`src/rtl/dmi_arbiter_if.sv`:
```
// DMI payload types and the bundle of request/response signals between the
// requesters, the arbiter and the debug module.

package dm;

  typedef struct packed {
    logic [6:0]  addr;
    logic [1:0]  op;
    logic [31:0] data;
  } dmi_req_t;

  typedef struct packed {
    logic [31:0] data;
    logic [1:0]  resp;
  } dmi_resp_t;

endpackage

// master is the arbiter's view; slave is the view of everything around it
// (the requesters plus the debug module).
interface dmi_arbiter_if #(
  parameter int NumReq = 2
);

  logic [NumReq-1:0]        req_valid_i;
  dm::dmi_req_t [NumReq-1:0] req_i;
  logic [NumReq-1:0]        req_ready_o;
  dm::dmi_resp_t            resp_o;
  logic [NumReq-1:0]        resp_valid_o;
  logic [NumReq-1:0]        resp_ready_i;
  dm::dmi_req_t             dmi_req_o;
  logic                     dmi_req_valid_o;
  logic                     dmi_req_ready_i;
  dm::dmi_resp_t            dmi_resp_i;
  logic                     dmi_resp_valid_i;
  logic                     dmi_resp_ready_o;

  modport master (
    input  req_valid_i, req_i, resp_ready_i,
    input  dmi_req_ready_i, dmi_resp_i, dmi_resp_valid_i,
    output req_ready_o, resp_o, resp_valid_o,
    output dmi_req_o, dmi_req_valid_o, dmi_resp_ready_o
  );

  modport slave (
    output req_valid_i, req_i, resp_ready_i,
    output dmi_req_ready_i, dmi_resp_i, dmi_resp_valid_i,
    input  req_ready_o, resp_o, resp_valid_o,
    input  dmi_req_o, dmi_req_valid_o, dmi_resp_ready_o
  );

endinterface

```
`src/rtl/dmi_arbiter.sv`:
```
// Round-robin arbiter sharing one DMI port of the debug module between
// NumReq transport masters, one outstanding transaction at a time, with an
// optional response timeout that returns an error and later swallows the
// late response.

module dmi_arbiter #(
  parameter int NumReq        = 2,
  parameter int TimeoutCycles = 0
) (
  input  logic             clk_i,
  input  logic             rst_ni,
  dmi_arbiter_if.master    bus,
  output logic             busy_o,
  output logic             timeout_o
);

  localparam int IdxW = (NumReq > 1) ? $clog2(NumReq) : 1;
  localparam int CntW = (TimeoutCycles > 0) ? $clog2(TimeoutCycles + 1) : 1;

  typedef enum logic [1:0] {
    Idle,
    Req,
    WaitResp,
    Resp
  } state_e;

  state_e        state_q, state_d;
  logic [IdxW-1:0] gnt_q, gnt_d;
  logic [IdxW-1:0] ptr_q, ptr_d;
  dm::dmi_req_t  req_q, req_d;
  dm::dmi_resp_t resp_q, resp_d;
  logic [CntW-1:0] cnt_q, cnt_d;
  logic          drop_q, drop_d;

  logic            pick_found;
  logic [IdxW-1:0] pick_idx;
  logic [IdxW-1:0] cand;

  assign bus.dmi_req_o = req_q;
  assign bus.resp_o    = resp_q;
  assign busy_o        = (state_q != Idle) || drop_q;

  // Find the first valid requester at or after the round-robin pointer.
  always_comb begin
    pick_found = 1'b0;
    pick_idx   = '0;
    cand       = '0;
    for (int i = 0; i < NumReq; i++) begin
      cand = IdxW'((int'(ptr_q) + i) % NumReq);
      if (!pick_found && bus.req_valid_i[cand]) begin
        pick_found = 1'b1;
        pick_idx   = cand;
      end
    end
  end

  // Next-state and output decode; a pending drop keeps the downstream
  // response channel open in every state and blocks new grants.
  always_comb begin
    state_d = state_q;
    gnt_d   = gnt_q;
    ptr_d   = ptr_q;
    req_d   = req_q;
    resp_d  = resp_q;
    cnt_d   = cnt_q;
    drop_d  = drop_q;

    bus.req_ready_o      = '0;
    bus.resp_valid_o     = '0;
    bus.dmi_req_valid_o  = 1'b0;
    bus.dmi_resp_ready_o = drop_q;
    timeout_o            = 1'b0;

    if (drop_q && bus.dmi_resp_valid_i) begin
      drop_d = 1'b0;
    end

    case (state_q)
      Idle: begin
        if (!drop_q && pick_found) begin
          bus.req_ready_o[pick_idx] = 1'b1;
          req_d   = bus.req_i[pick_idx];
          gnt_d   = pick_idx;
          state_d = Req;
        end
      end
      Req: begin
        bus.dmi_req_valid_o = 1'b1;
        if (bus.dmi_req_ready_i) begin
          cnt_d   = '0;
          state_d = WaitResp;
        end
      end
      WaitResp: begin
        bus.dmi_resp_ready_o = 1'b1;
        if (bus.dmi_resp_valid_i) begin
          resp_d  = bus.dmi_resp_i;
          state_d = Resp;
        end else if (TimeoutCycles > 0) begin
          if (cnt_q == CntW'(TimeoutCycles - 1)) begin
            resp_d    = '{data: 32'h0, resp: 2'h2};
            drop_d    = 1'b1;
            timeout_o = 1'b1;
            state_d   = Resp;
          end else if (cnt_q != {CntW{1'b1}}) begin
            cnt_d = cnt_q + CntW'(1);
          end
        end
      end
      Resp: begin
        bus.resp_valid_o[gnt_q] = 1'b1;
        if (bus.resp_ready_i[gnt_q]) begin
          ptr_d   = (gnt_q == IdxW'(NumReq - 1)) ? '0 : gnt_q + IdxW'(1);
          state_d = Idle;
        end
      end
      default: state_d = Idle;
    endcase
  end

  // State and datapath registers, cleared asynchronously.
  always_ff @(posedge clk_i or negedge rst_ni) begin
    if (!rst_ni) begin
      state_q <= Idle;
      gnt_q   <= '0;
      ptr_q   <= '0;
      req_q   <= '0;
      resp_q  <= '0;
      cnt_q   <= '0;
      drop_q  <= 1'b0;
    end else begin
      state_q <= state_d;
      gnt_q   <= gnt_d;
      ptr_q   <= ptr_d;
      req_q   <= req_d;
      resp_q  <= resp_d;
      cnt_q   <= cnt_d;
      drop_q  <= drop_d;
    end
  end

endmodule

```
`src/flat_wrapper.sv`:
```
// flat-port wrapper written by rule: the top's interface ports become plain ports
module dmi_arbiter_flat 
#(
  parameter int NumReq        = 2,
  parameter int TimeoutCycles = 0
)
  (clk_i, rst_ni, busy_o, timeout_o, bus_req_valid_i, bus_req_i, bus_resp_ready_i, bus_dmi_req_ready_i, bus_dmi_resp_i, bus_dmi_resp_valid_i, bus_req_ready_o, bus_resp_o, bus_resp_valid_o, bus_dmi_req_o, bus_dmi_req_valid_o, bus_dmi_resp_ready_o);
  dmi_arbiter_if #(.NumReq(NumReq)) bus_i ();
  input  logic clk_i;
  input  logic rst_ni;
  output logic busy_o;
  output logic timeout_o;
  input wire logic [$bits(bus_i.req_valid_i)-1:0] bus_req_valid_i;
  input wire logic [$bits(bus_i.req_i)-1:0] bus_req_i;
  input wire logic [$bits(bus_i.resp_ready_i)-1:0] bus_resp_ready_i;
  input wire logic [$bits(bus_i.dmi_req_ready_i)-1:0] bus_dmi_req_ready_i;
  input wire logic [$bits(bus_i.dmi_resp_i)-1:0] bus_dmi_resp_i;
  input wire logic [$bits(bus_i.dmi_resp_valid_i)-1:0] bus_dmi_resp_valid_i;
  output wire logic [$bits(bus_i.req_ready_o)-1:0] bus_req_ready_o;
  output wire logic [$bits(bus_i.resp_o)-1:0] bus_resp_o;
  output wire logic [$bits(bus_i.resp_valid_o)-1:0] bus_resp_valid_o;
  output wire logic [$bits(bus_i.dmi_req_o)-1:0] bus_dmi_req_o;
  output wire logic [$bits(bus_i.dmi_req_valid_o)-1:0] bus_dmi_req_valid_o;
  output wire logic [$bits(bus_i.dmi_resp_ready_o)-1:0] bus_dmi_resp_ready_o;
  assign bus_i.req_valid_i = bus_req_valid_i;
  assign bus_i.req_i = bus_req_i;
  assign bus_i.resp_ready_i = bus_resp_ready_i;
  assign bus_i.dmi_req_ready_i = bus_dmi_req_ready_i;
  assign bus_i.dmi_resp_i = bus_dmi_resp_i;
  assign bus_i.dmi_resp_valid_i = bus_dmi_resp_valid_i;
  assign bus_req_ready_o = bus_i.req_ready_o;
  assign bus_resp_o = bus_i.resp_o;
  assign bus_resp_valid_o = bus_i.resp_valid_o;
  assign bus_dmi_req_o = bus_i.dmi_req_o;
  assign bus_dmi_req_valid_o = bus_i.dmi_req_valid_o;
  assign bus_dmi_resp_ready_o = bus_i.dmi_resp_ready_o;
  dmi_arbiter #(.NumReq(NumReq), .TimeoutCycles(TimeoutCycles)) u_core (.clk_i(clk_i), .rst_ni(rst_ni), .bus(bus_i), .busy_o(busy_o), .timeout_o(timeout_o));
endmodule
```
`config.mk`:
```
export PLATFORM = sky130hd
export DESIGN_NAME = dmi_arbiter_flat
export DESIGN_NICKNAME = d
export VERILOG_FILES = /design/src/rtl/dmi_arbiter_if.sv /design/src/rtl/dmi_arbiter.sv /design/src/flat_wrapper.sv
export SDC_FILE = /design/constraint.sdc
export NUM_CORES = 1
export LEC_CHECK = 0
export CAP_MARGIN = 0
export CORE_MARGIN = 4
export CORE_UTILIZATION = 34
export DETAILED_ROUTE_END_ITERATION = 8
export PLACE_DENSITY = 0.82
export SLEW_MARGIN = 40
export SYNTH_ARGS = -nofsm -noshare
export SYNTH_HDL_FRONTEND = slang
export SYNTH_SLANG_ARGS = --single-unit
export TNS_END_PERCENT = 5
```
`constraint.sdc`:
```
create_clock -name clk_i -period 1.5 [get_ports clk_i]
set_input_delay 0.375 -clock clk_i [delete_from_list [all_inputs] [get_ports clk_i]]
set_output_delay 0.375 -clock clk_i [all_outputs]
set_load 0.02 [all_outputs]
```
==> results of run 1 <==
## kinds of logic after synthesis
group | share of synthesized area (%)
muxes | 17.0
AOI/OAI and AO/OA | 11.3
adders and majority gates | 1.48
buffers and inverters | 3.92
other | 0.111
DFF | 58.4
and+or+nand+nor | 7.84
## report_power, final
part / switching [uW] / internal (uW) / total, uW
Combinational: 3210 / 2960 / 6170
Sequential: 518 / 3200 / 3710
Clock: 790 / 940 / 1730
Total: 4520 / 7100 / 11600
## layout by cell type, fill, tap and decap left out, types with 2 or more instances in the layout
cell,n
a221o_1,24
and2_1,25
buf_12,2
buf_4,19
buf_6,10
bufinv_16,2
clkbuf_8,9
clkdlybuf4s15_1,3
clkdlybuf4s50_1,120
clkinv_4,2
clkinvlp_4,2
dfrtp_1,79
dlygate4sd2_1,74
ha_4,4
inv_1,3
inv_2,3
mux2_2,33
mux2_4,2
mux2i_1,18
nand2_1,20
nor2b_4,2
o21ai_0,18
## state kept, by name (all words and copies together), names as in the netlist
register,cells
u_core.bus.dmi_req_o,41
u_core.bus.resp_o,34
u_core.gnt_q,1
u_core.ptr_q,1
u_core.state_q,2
## metal layers
layer  wire, um  vias to the layer above  global-route usage (%)
met5          0                        -                       0
li1           -                     1370                       -
met1       3950                     1378                    20.5
met3        845                       23                    5.04
met4        261                        0                    7.12
met2       5290                      139                    31.1
## path summary, 6_finish.rpt
kind	start	end	slack [ps]
worst max register to register	u_core.state_q[0]	u_core.bus.dmi_req_o[29]	-160
worst max-delay path	u_core.state_q[0]	bus_req_ready_o[0]	-260
max in group asynchronous	rst_ni	u_core.bus.resp_o[30]	490
worst min-delay path	rst_ni	u_core.bus.dmi_req_o[12]	480
min in group clk_i	u_core.bus.dmi_req_o[31]	u_core.bus.dmi_req_o[31]	480
worst min register to register	u_core.bus.dmi_req_o[31]	u_core.bus.dmi_req_o[31]	480
## cell type report
type,instances,area (um2),area share (%)
well taps,133,166,2.79
repair buffers,229,2180,36.7
inverters,6,22.5,0.378
clock buffers,9,124,2.08
multi-input cells,157,1390,23.3
flip-flops and latches,79,1980,33.2
clock inverters,7,97.6,1.64
## through the flow
step	cells	cell area (um2)
CTS	620	5940
global route	620	5960
finish	620	5960
floorplan	259	3420
detailed placement	601	5700
global placement	601	5700
## critical path: stages (launching register included)
cell and delay [ps]:
dfrtp_1 400, inv_2 100, ha_4 180, o21ai_4 70, nor2b_4 160, buf_6 140
## repair_timing
action                     4_1_cts  5_1_grt
hold buffers                     1        0
pin swaps                        4        2
hold endpoints to repair        19        0
buffers inserted                 2        0
setup endpoints to repair      159       88
resized for setup              135        5
==> results.md, run 1 <==
- Outcome: finished, violations left
- Failing checks: negative setup slack
- Post-synthesis sequential area ratio: 58.4%
- Yosys warns: 0
- Netlist cell types: 25
- Final hold slack: approximately 480 ps
- GP Congestion: about 0.75
- Setup TNS: -8240 ps
- Synth top area share: around three fifths
- Rows: 36
- Tot Pwr: between 10,000 and 15,000 uW
- Layout fillers: around 850
- DR vias: around 2,900
- Die X-Extent: around 110 um
- Post-DP HPWL: 7920 um
- Worst setup EP type: output port
- Post-Syn Area: 0.00338 mm2
- Setup violators final: 67
- Period utilization: 118%
- Largest net degree at the start of global routing: 60
- Slew Limit Fails: 0
- Post-Synthesis Cells: between 200 and 300
- Yosys reg bits: slightly below 80
- CTS Buffer Depth: 2
- Die footprint: 0.0116 mm2
- Syn_nets: a little under 400
- Antenna viol nets, final: 0
- HP Class: in -> async
- H-tree level count: 3
- GR Overflow Total: 0
- DR DRC count: 0
- First-pass GRT wire length: 16,100 um
- RSZ-0062 raised after global routing: true
- Critical path arrival: 1390 ps
- Worst-skew pair later-pin latency: ~340 ps
- Die Ht: roughly 110 um
- Core area: between 0.009 and 0.01 mm2
- Area leader, netlist: dfrtp_1
- Avg Inst Size Synth: around 13 um2
- Post-layout net count: between 600 and 700
- Synth top cells by count: dfrtp_1 (79), mux2_2 (35), and2_1 (25)
- Initial antenna violation count: 0
- Average wire per standard cell: approximately 17 um
- Final WS setup: -264 ps
- Max IR drop VDD: roughly 1.3 mV
- Layout cells sized above 1: roughly a fifth
- Area growth syn-to-layout: 76.0%
- Dominant cells by area after synthesis: dfrtp_1 (58%), mux2_2 (12%), a221o_1 (7.1%)
- CTS tree: done
- Initial Util: approximately a third
- Synth async-reset ratio: 100%
- GR Util All Layers: 17.8%
- Post-DR vias/cell: ~4.7
- Layout Utilization: ~61%
- Synth Flop Type: dfrtp_1
- Sink count of the clock tree: 79
- Most common cell in the synthesized netlist: dfrtp_1
- Root Buffer: clkbuf_8
- Worst r2r path cells: 6
- Io pins: about 210
- Pwr dens: ~1900 mW/mm2
- Buffers added on ports: 205
- Clock transition at the registers of the reported paths: ~90 ps
- Leak: between 0.002 and 0.003 uW
- Post-synth EDFFs: 0
- Minimum clock period: approximately 1800 ps
- Routed Wire Length: slightly above 10,000 um
- Diodes inserted: 0
- Final hold vios: 0
- CTS Buf Count: 9
- Critical path data required time: 1120 ps
- CP startpoint kind: register
- Vias in the first global route: 3,180
- Setup Slack @ Placement: -768 ps
- Kind of critical path: reg -> out
- Initial DRC count: 134
- Setup Skew: roughly 11 ps
- Max Fclk: about 0.57 GHz
- Max-cap violation count: 0
- Pre-antenna DRT Iters: 4
- CP max FO: 3
Power figures use the tool's default switching activity.
==> run 2, diff against run 1 <==
--- a/config.mk
+++ b/config.mk
@@ -6,6 +6,7 @@
 export NUM_CORES = 1
 export LEC_CHECK = 0
 export CAP_MARGIN = 0
+export CORE_ASPECT_RATIO = 1.25
 export CORE_MARGIN = 4
 export CORE_UTILIZATION = 34
 export DETAILED_ROUTE_END_ITERATION = 8
==> run 2 against run 1 <==
Net effect:
- the flow still finishes with violations (negative setup slack)
- hold slack got worse by 410 ps
- cell count fell by 0.97%
- clock-buffer cell count did not move
- fmax rose by 4.8%
- critical endpoint unchanged
==> results.md, run 2 (synthesized netlist as in run 1, its figures left out) <==
- Outcome: finished, violations left (unchanged)
- Failing checks: negative setup slack (unchanged)
- Vias in the first global route: 3,288 (was 3,180)
- Post-DP HPWL: 7710 um (was 7920 um)
- Post-DR vias/cell: 4.77 (was 4.69)
- Pre-antenna DRT Iters: 4 (unchanged)
- Area growth syn-to-layout: 78.2% (was 76.0%)
- Worst r2r src: u_core.state_q[0] (unchanged)
- Max FFs per register: 41 (unchanged)
- Area occupied by registers: 0.00198 mm2 (about the same)
- Commonest non-fill, non-tap cell in the layout: clkdlybuf4s50_1 (unchanged)
- Max Fclk: 0.594 GHz (was 0.567 GHz)
- GR Overflow Total: 0 (unchanged)
- Final hold slack: 66.8 ps (was 477 ps)
- Pwr dens: 1980 mW/mm2 (was 1950 mW/mm2)
- Multi-input combinational cell area: 0.00139 mm2 (about the same)
- Final WS setup: -184 ps (was -264 ps)
- Die Ht: 120 um (was 108 um)
- Io pins: 207 (unchanged)
- RSZ-0062 raised after global routing: true (unchanged)
- Layout fillers: 764 (was 845)
- Reg2reg setup slack: -110 ps (was -160 ps)
- Area after DPL: 0.00570 mm2 (about the same)
- Diodes inserted: 0 (unchanged)
- Average wire per standard cell: 16.1 um (was 16.7 um)
- Initial DRC count: 71 (was 134)
- Layout cells sized above 1: 20.3% (was 19.9%)
- CTS tree: done (unchanged)
- Die X-Extent: 97.2 um (was 108 um)
- Internal Pwr Total: 7450 uW (was 7100 uW)
- Worst-skew pair later-pin latency: 330 ps (was 340 ps)
- Root Buffer: clkbuf_16 (was clkbuf_8)
- HP Class: in -> async (unchanged)
- Rows: 40 (was 36)
- Critical path data required time: 1120 ps (about the same)
- Initial Util: 35.0% (was 34.8%)
- Net Sw Frac: 37.7% (was 38.9%)
- Clock transition at the registers of the reported paths: 60 ps (was 90 ps)
- CP max FO: 3 (unchanged)
- Antenna viol nets, final: 0 (unchanged)
- Period utilization: 112% (was 118%)
- Critical path arrival: 1310 ps (was 1390 ps)
- Worst setup EP type: output port (unchanged)
- Die footprint: 0.0116 mm2 (about the same)
- Buffers added on ports: 205 (unchanged)
- H-tree level count: 3 (unchanged)
- Reg power frac: 30.9% (was 32.0%)
- GP Congestion: 0.748 (was 0.754)
- Max-cap violation count: 0 (unchanged)
- Leak: 0.00280 uW (was 0.00275 uW)
- Post-CTS Hold Buffers: 0 (was 1)
- Max IR drop VDD: 0.831 mV (was 1.27 mV)
- Sink count of the clock tree: 79 (unchanged)
- Kind of critical path: reg -> out (unchanged)
- Post-route cell area: 0.00603 mm2 (was 0.00596 mm2)
- Layout Utilization: 62.4% (was 61.2%)
- Slew Limit Fails: 0 (unchanged)
- Setup Slack @ Placement: -770 ps (was -768 ps)
- Post-layout net count: 611 (was 610)
- Routed Wire Length: 9910 um (was 10,300 um)
- DR DRC count: 0 (unchanged)
- CTS Buffer Depth: 2 (unchanged)
- Core area: 0.00966 mm2 (was 0.00973 mm2)
- CP startpoint kind: register (unchanged)
- Setup TNS: -6440 ps (was -8240 ps)
- Setup violators final: 82 (was 67)
- Minimum clock period: 1680 ps (was 1760 ps)
- Net Sw Power: 4510 uW (was 4520 uW)
- CTS Buf Count: 9 (unchanged)
- Final hold vios: 0 (unchanged)
- Initial antenna violation count: 0 (unchanged)
- DR vias: 2,931 (was 2,910)
- Clk network pwr share: 17.9% (was 14.9%)
- GR Util All Layers: 17.3% (was 17.8%)
- First-pass GRT wire length: 16,000 um (was 16,100 um)
- Commonest non-fill, non-tap cells in the layout: clkdlybuf4s50_1 (120), dfrtp_1 (78), dlygate4sd2_1 (77), mux2_2 (32), and2_1 (25) (was clkdlybuf4s50_1 (120), dfrtp_1 (79), dlygate4sd2_1 (74), mux2_2 (33), and2_1 (25))
- Worst r2r path cells: 6 (unchanged)
- Largest net degree at the start of global routing: 80 (was 60)
- RR Endpoint: u_core.bus.dmi_req_o[18] (was u_core.bus.dmi_req_o[29])
- Setup Skew: 4.55 ps (was 10.7 ps)
- Logic pwr share: 51.2% (was 53.1%)
## run 2: cell count changes in the layout (fill, tap and decap cells not counted), moves of 3 or more
cell and delta:
o21ai_1 +8, o21ai_0 -8, clkdlybuf4s15_1 -3, dlygate4sd2_1 +3, clkbuf_8 -9, buf_6 -3, clkbuf_16 +9, buf_4 +4
## run 2: repair_timing
| action | in CTS | in global routing |
|---|---|---|
| resized for setup | 127 | 14 |
| endpoints found under the setup margin | 159 | 83 |
| setup buffers | 3 | 1 |
| pin swaps | 4 | 1 |
## run 2: power by group through the flow
stage | Sequential [uW] | Clock [uW] | Combinational, uW
floorplan | 4970 | 0 | 2180
global placement | 3730 | 0 | 6530
detailed placement | 3760 | 0 | 6670
CTS | 3710 | 2210 | 6170
global route | 3850 | 2280 | 6600
finish | 3700 | 2140 | 6120
## run 2: how the worst max path moves through the flow
stage                                  start                 end  depth (start not counted)
after global placement    bus_req_valid_i[0]  bus_req_ready_o[0]                          5
after CTS                  u_core.state_q[0]  bus_req_ready_o[0]                          5
after floorplan            u_core.state_q[0]  bus_req_ready_o[0]                          6
final                      u_core.state_q[0]  bus_req_ready_o[0]                          5
after detailed placement  bus_req_valid_i[0]  bus_req_ready_o[0]                          5
after global routing       u_core.state_q[0]  bus_req_ready_o[0]                          5
## run 2: layout make-up
cell class,instances,share of cell area [%]
clock buffer,9,3.73
sequential,79,32.8
clock inverter,7,1.20
tap,126,2.61
inverter,6,0.373
multi-input combinational,157,23.0
timing repair buffer,230,36.3
## run 2: worst max-delay path, cell delays in order, from the launching register on
cell and delay [ps]:
dfrtp_1 390, inv_2 80, ha_4 170, o21ai_4 70
nor2b_4 140, buf_6 130
## run 2: metrics by stage
step,instances,total power (uW)
6_report,614,12000
5_1_grt,614,12700
4_1_cts,613,12100
3_5_place_dp,595,10400
3_3_place_gp,595,10300
2_1_floorplan,259,7150
## run 2: metal layers
metal	global-route usage [%]	vias to the layer above	wire, um
met2	32.1	136	5230
met1	18.2	1405	3640
met5	0	-	0
met3	5.58	13	881
li1	-	1377	-
met4	6.67	0	165
